==> config.mk <==
export PLATFORM = sky130hd
export DESIGN_NAME = led_trail_pwm
export DESIGN_NICKNAME = d
export VERILOG_FILES = /design/src/rtl/led_pkg.sv /design/src/rtl/pwm_channel.sv /design/src/rtl/led_trail_pwm.sv
export SDC_FILE = /design/constraint.sdc
export NUM_CORES = 1
export LEC_CHECK = 0
export CORE_UTILIZATION = 65
export DETAILED_ROUTE_END_ITERATION = 6
export GPL_ROUTABILITY_DRIVEN = 0
export PLACE_DENSITY = 0.83
export SYNTH_ARGS = -nofsm -noshare
export SYNTH_HDL_FRONTEND = slang
export SYNTH_SLANG_ARGS = --single-unit
==> constraint.sdc <==
create_clock -name clock -period 4.45 [get_ports clock]
set_input_delay 0.89 -clock clock [delete_from_list [all_inputs] [get_ports clock]]
set_output_delay 0.89 -clock clock [all_outputs]
set_load 0.05 [all_outputs]
==> src/rtl/led_pkg.sv <==
// Shared LED-chain definitions: channel count and brightness level width,
// common to the pattern generator and the trail/PWM stage.
package led_pkg;
    localparam int LED_N     = 8;
    localparam int LED_PWM_W = 4;

    typedef logic [LED_PWM_W-1:0] led_level_t;
endpackage

==> src/rtl/pwm_channel.sv <==
// One LED channel: brightness level with load/decay, PWM render, and
// a registered pass-through path for bypass mode.
module pwm_channel
    import led_pkg::*;
#(
    parameter int PWM_W = LED_PWM_W
) (
    input  logic             clock,
    input  logic             reset,
    input  logic             set,
    input  logic             decay_tick,
    input  logic [PWM_W-1:0] peak,
    input  logic [PWM_W-1:0] step,
    input  logic [PWM_W-1:0] pwm_cnt,
    input  logic             trail_en,
    input  logic             bypass,
    output logic             led,
    output logic             nonzero
);

    logic [PWM_W-1:0] level;

    // Decay bottoms out at zero instead of wrapping back to full brightness.
    function automatic logic [PWM_W-1:0] sat_sub(input logic [PWM_W-1:0] a,
                                                 input logic [PWM_W-1:0] b);
        return (a > b) ? a - b : '0;
    endfunction

    always_ff @(posedge clock or posedge reset) begin
        if (reset) begin
            level <= '0;
            led   <= 1'b0;
        end else begin
            if (set)
                level <= peak;
            else if (decay_tick)
                level <= sat_sub(level, step);
            // Levels keep evolving in bypass so re-enabling the trail is seamless.
            led <= trail_en ? (level > pwm_cnt) : bypass;
        end
    end

    assign nonzero = |level;

endmodule

==> src/rtl/led_trail_pwm.sv <==
// Comet-trail LED stage: per-channel fading brightness driven by the
// rotating pattern, with shared PWM and decay-tick counters.
module led_trail_pwm
    import led_pkg::*;
#(
    parameter int N_LEDS      = LED_N,
    parameter int PWM_W       = LED_PWM_W,
    parameter int DECAY_DIV_W = 20
) (
    input  logic              clock,
    input  logic              reset,
    input  logic [N_LEDS-1:0] pattern_in,
    input  logic              trail_en,
    input  logic [PWM_W-1:0]  peak_level,
    input  logic [PWM_W-1:0]  decay_step,
    output logic [N_LEDS-1:0] led_out,
    output logic              any_lit
);

    logic [DECAY_DIV_W-1:0] decay_cnt;
    logic [PWM_W-1:0]       pwm_cnt;
    logic                   decay_tick;
    logic [N_LEDS-1:0]      nonzero;

    always_ff @(posedge clock or posedge reset) begin
        if (reset) begin
            decay_cnt <= '0;
            pwm_cnt   <= '0;
            any_lit   <= 1'b0;
        end else begin
            decay_cnt <= decay_cnt + 1'b1;
            pwm_cnt   <= pwm_cnt + 1'b1;
            any_lit   <= |nonzero;
        end
    end

    // First tick lands on the 2^DECAY_DIV_W-th edge after reset release.
    assign decay_tick = &decay_cnt;

    for (genvar i = 0; i < N_LEDS; i++) begin : g_ch
        pwm_channel #(
            .PWM_W(PWM_W)
        ) u_ch (
            .clock     (clock),
            .reset     (reset),
            .set       (pattern_in[i]),
            .decay_tick(decay_tick),
            .peak      (peak_level),
            .step      (decay_step),
            .pwm_cnt   (pwm_cnt),
            .trail_en  (trail_en),
            .bypass    (pattern_in[i]),
            .led       (led_out[i]),
            .nonzero   (nonzero[i])
        );
    end

endmodule

==> impl_metrics.tcl <==
set metrics [dict create \
    status "complete, but fails checks" \
    violations "design-rule violations" \
    gr-max-usage-layer "met2" \
    met2_usage 0.597 \
    dp_hpwl_um 9090 \
    cp-startpoint "decay_step[0]" \
    coreArea_um2 6940 \
    fp.dieW_um 87.9 \
    syn-cell-area_um2 4800 \
    grt_pass1_vias 4427 \
    routed_wl_um 13200 \
    cts-root-buf "clkbuf_8" \
    postCtsSetupBuffers 0 \
    holdWs_ns 0.487 \
    power_report.internal_total_mw 1.20 \
    cts_tree "built" \
    finalHoldViolCount 0 \
    end_kind "flop" \
    clk-insertion-delay-late_ns 0.35 \
    skew_ns 0.00844 \
    synthCells 521 \
    synth.distinct_cells 42 \
    syn_nets 614 \
    worstPathRequired_ns 4.69 \
    cellLeakagePower_nw 2.43 \
    drcViolationCount 12 \
    worst_path_max_delay_cell "clkdlybuf4s50_1" \
    rr_startpoint "decay_cnt[0]" \
    ys_seq_area_frac 0.339 \
    ant_nets 0 \
    fmax_ghz 0.332 \
    power_mw 1.75 \
    rsz0062_at_grt "no" \
    powerDensity_nw_per_um2 327 \
    synth_top_cell_by_area "dfrtp_1" \
    place_area_um2 5100 \
    syn_avg_cell_area_um2 9.21 \
    cts-htree-levels 3 \
    clockPowerShare 0.367 \
    period_minus_slack_ns 3.01 \
    final_cell_count_no_fill 647 \
    nets 639 \
    ys_warn_count 0 \
    crit_fanout 8 \
    relSlewSlack 0.371 \
    n_antenna_cell 0 \
    antenna_found_initial 0 \
    grt_max_degree 39 \
    met1_usage 0.468 \
    p_sw_uw 551 \
    grt_pass1_wl_um 21400 \
    ys_top_cells_by_area "dfrtp_1, ha_1, o21ai_0" \
    path_class "in -> reg" \
    ys_ff_latch 65 \
    vias_per_cell 6.61 \
    finalSetupTns_ns 0 \
    synth_ff_type "dfrtp_1" \
    cts_max_path_buffers 2 \
    start_util 0.691 \
    dp.cells 631 \
    slowest_delay_ns 0.78 \
    crit_arrival_ns 3.25 \
    first_pass_iters 7 \
    p_comb_frac 0.252 \
    numPortBuffers 27 \
    met3_usage 0.0961 \
    final_area_um2 5350 \
    ir_drop_uv 195 \
    gr-usage-all-layers 0.377 \
    setup_viol 0 \
    start_kind "input port" \
    synth_edf_count 0 \
    tightest_slew_ns 0.938 \
    hold_path.startpoint "decay_cnt[0]" \
    period_share 0.677 \
    design.die.area_um2 7730 \
    wire_per_inst_um 20.4 \
    io_pins 28 \
    hp-class "reg -> reg" \
    grt_overflow_total 0 \
    slew_violations 0 \
    layout-drive-gt1-share 0.0490 \
    ctsResizeCount 0 \
    drt-initial-drc-count 338 \
    synth_top_area_share 0.339 \
    die_height_um 87.9 \
    p_seq_frac 0.381 \
    cts_hold_buffers 0 \
    areaGrowthSynthToFinish_pct 11.6 \
    netSwitchingFraction 0.315 \
    cts.clk_slew.worst_paths_ns 0.07 \
    rows 30 \
    maxCapViolCount 0 \
    cts.sinks 65 \
    cp_cell_sequence "clkdlybuf4s50_1 > ha_1 > fa_1 > nor2b_1 > o311ai_0 > nor3_1 > a311o_1" \
    ys_async_sr_fraction 1.00 \
    cts_buffers 9 \
    num_vias 4277 \
]
-- stage by stage --
step                setup slack, ns  utilization
detailed placement             1.17        0.735
finish                         1.44        0.771
CTS                            1.50        0.771
global placement               1.24        0.735
global route                   1.42        0.771
floorplan                      1.93            -
-- sequential cells by signal (all words and copies together), names as in the netlist --
name	count
any_lit	1
g_ch.u_ch.led	8
decay_cnt	20
g_ch.u_ch.level	32
pwm_cnt	4
-- final timing paths --
kind                                         end  slack [ns]  cells past startpoint
min reg2reg                         decay_cnt[0]        0.49                      1
max reg2reg                g_ch[7].u_ch.level[2]        2.08                      6
min                                 decay_cnt[0]        0.49                      1
min in group asynchronous           decay_cnt[6]        1.02                      2
max in group asynchronous  g_ch[4].u_ch.level[0]        2.51                      3
max                        g_ch[7].u_ch.level[3]        1.44                      7
-- cells in the mapped netlist, types with 11 or more instances --
master	n
a21oi_1	23
a31oi_1	21
and2_1	19
dfrtp_1	65
ha_1	66
inv_1	47
nand2_1	44
nand3_1	15
nand4_1	21
nor2_1	19
nor2b_1	16
o21ai_0	45
o31a_1	11
xnor2_1	15
xor2_1	14
-- critical path, delay by kind of cell --
| family | cells | cell delay, ns |
|---|---|---|
| adders and majority gates | 2 | 0.51 |
| and+or+nand+nor | 2 | 0.18 |
| buffers and inverters | 1 | 0.78 |
| AOI/OAI and AO/OA | 2 | 0.88 |
-- cell type report --
class	instances	area (um2)
multi-input cells	393	2890
flip-flops and latches	65	1630
fillers	452	1590
repair buffers	30	293
inverters	47	176
clock buffers	10	138
well taps	96	120
clock inverters	6	114
-- layout by cell type, fill, tap and decap left out, drive strengths merged --
cell type      count
o22ai              8
a311o              2
o31a              11
or4                1
o211ai             2
bufinv             3
nor4               8
nand3             16
nand3b             1
and3               4
clkdlybuf4s50     27
a31oi             21
nand2             44
or2                1
xnor2             15
clkbuf            10
buf                3
and2              19
xor2              14
a21oi             23
a221oi             1
nor2              19
dfrtp             65
o21ai             45
inv               48
a211o              1
fa                 8
a21o               6
mux2               1
nand2b             8
nor2b             16
clkinvlp           2
nor3               6
nand4             21
a2111oi            1
a41o               1
and4               2
ha                66
o311ai             1
-- logic make-up after synthesis --
kind of cell,synth area share
xor+xnor,0.0530
fa+ha+maj,0.206
mux,0.00235
compound gates,0.156
simple gates,0.184
flops,0.339
buf+inv,0.0592
-- power groups by stage --
stage	sequential, mW	clock, mW	combinational [mW]
2_1_floorplan	0.659	0	0.315
3_3_place_gp	0.673	0	0.398
3_5_place_dp	0.674	0	0.423
4_1_cts	0.663	0.645	0.432
5_1_grt	0.668	0.666	0.488
6_report	0.665	0.642	0.441
-- per-layer routing --
metal | vias up | part of all wire
met4 | 0 | 0.047
met2 | 299 | 0.45
met1 | 1998 | 0.38
met3 | 72 | 0.12
li1 | 1908 | -
met5 | - | 0
Power figures use the tool's default switching activity.
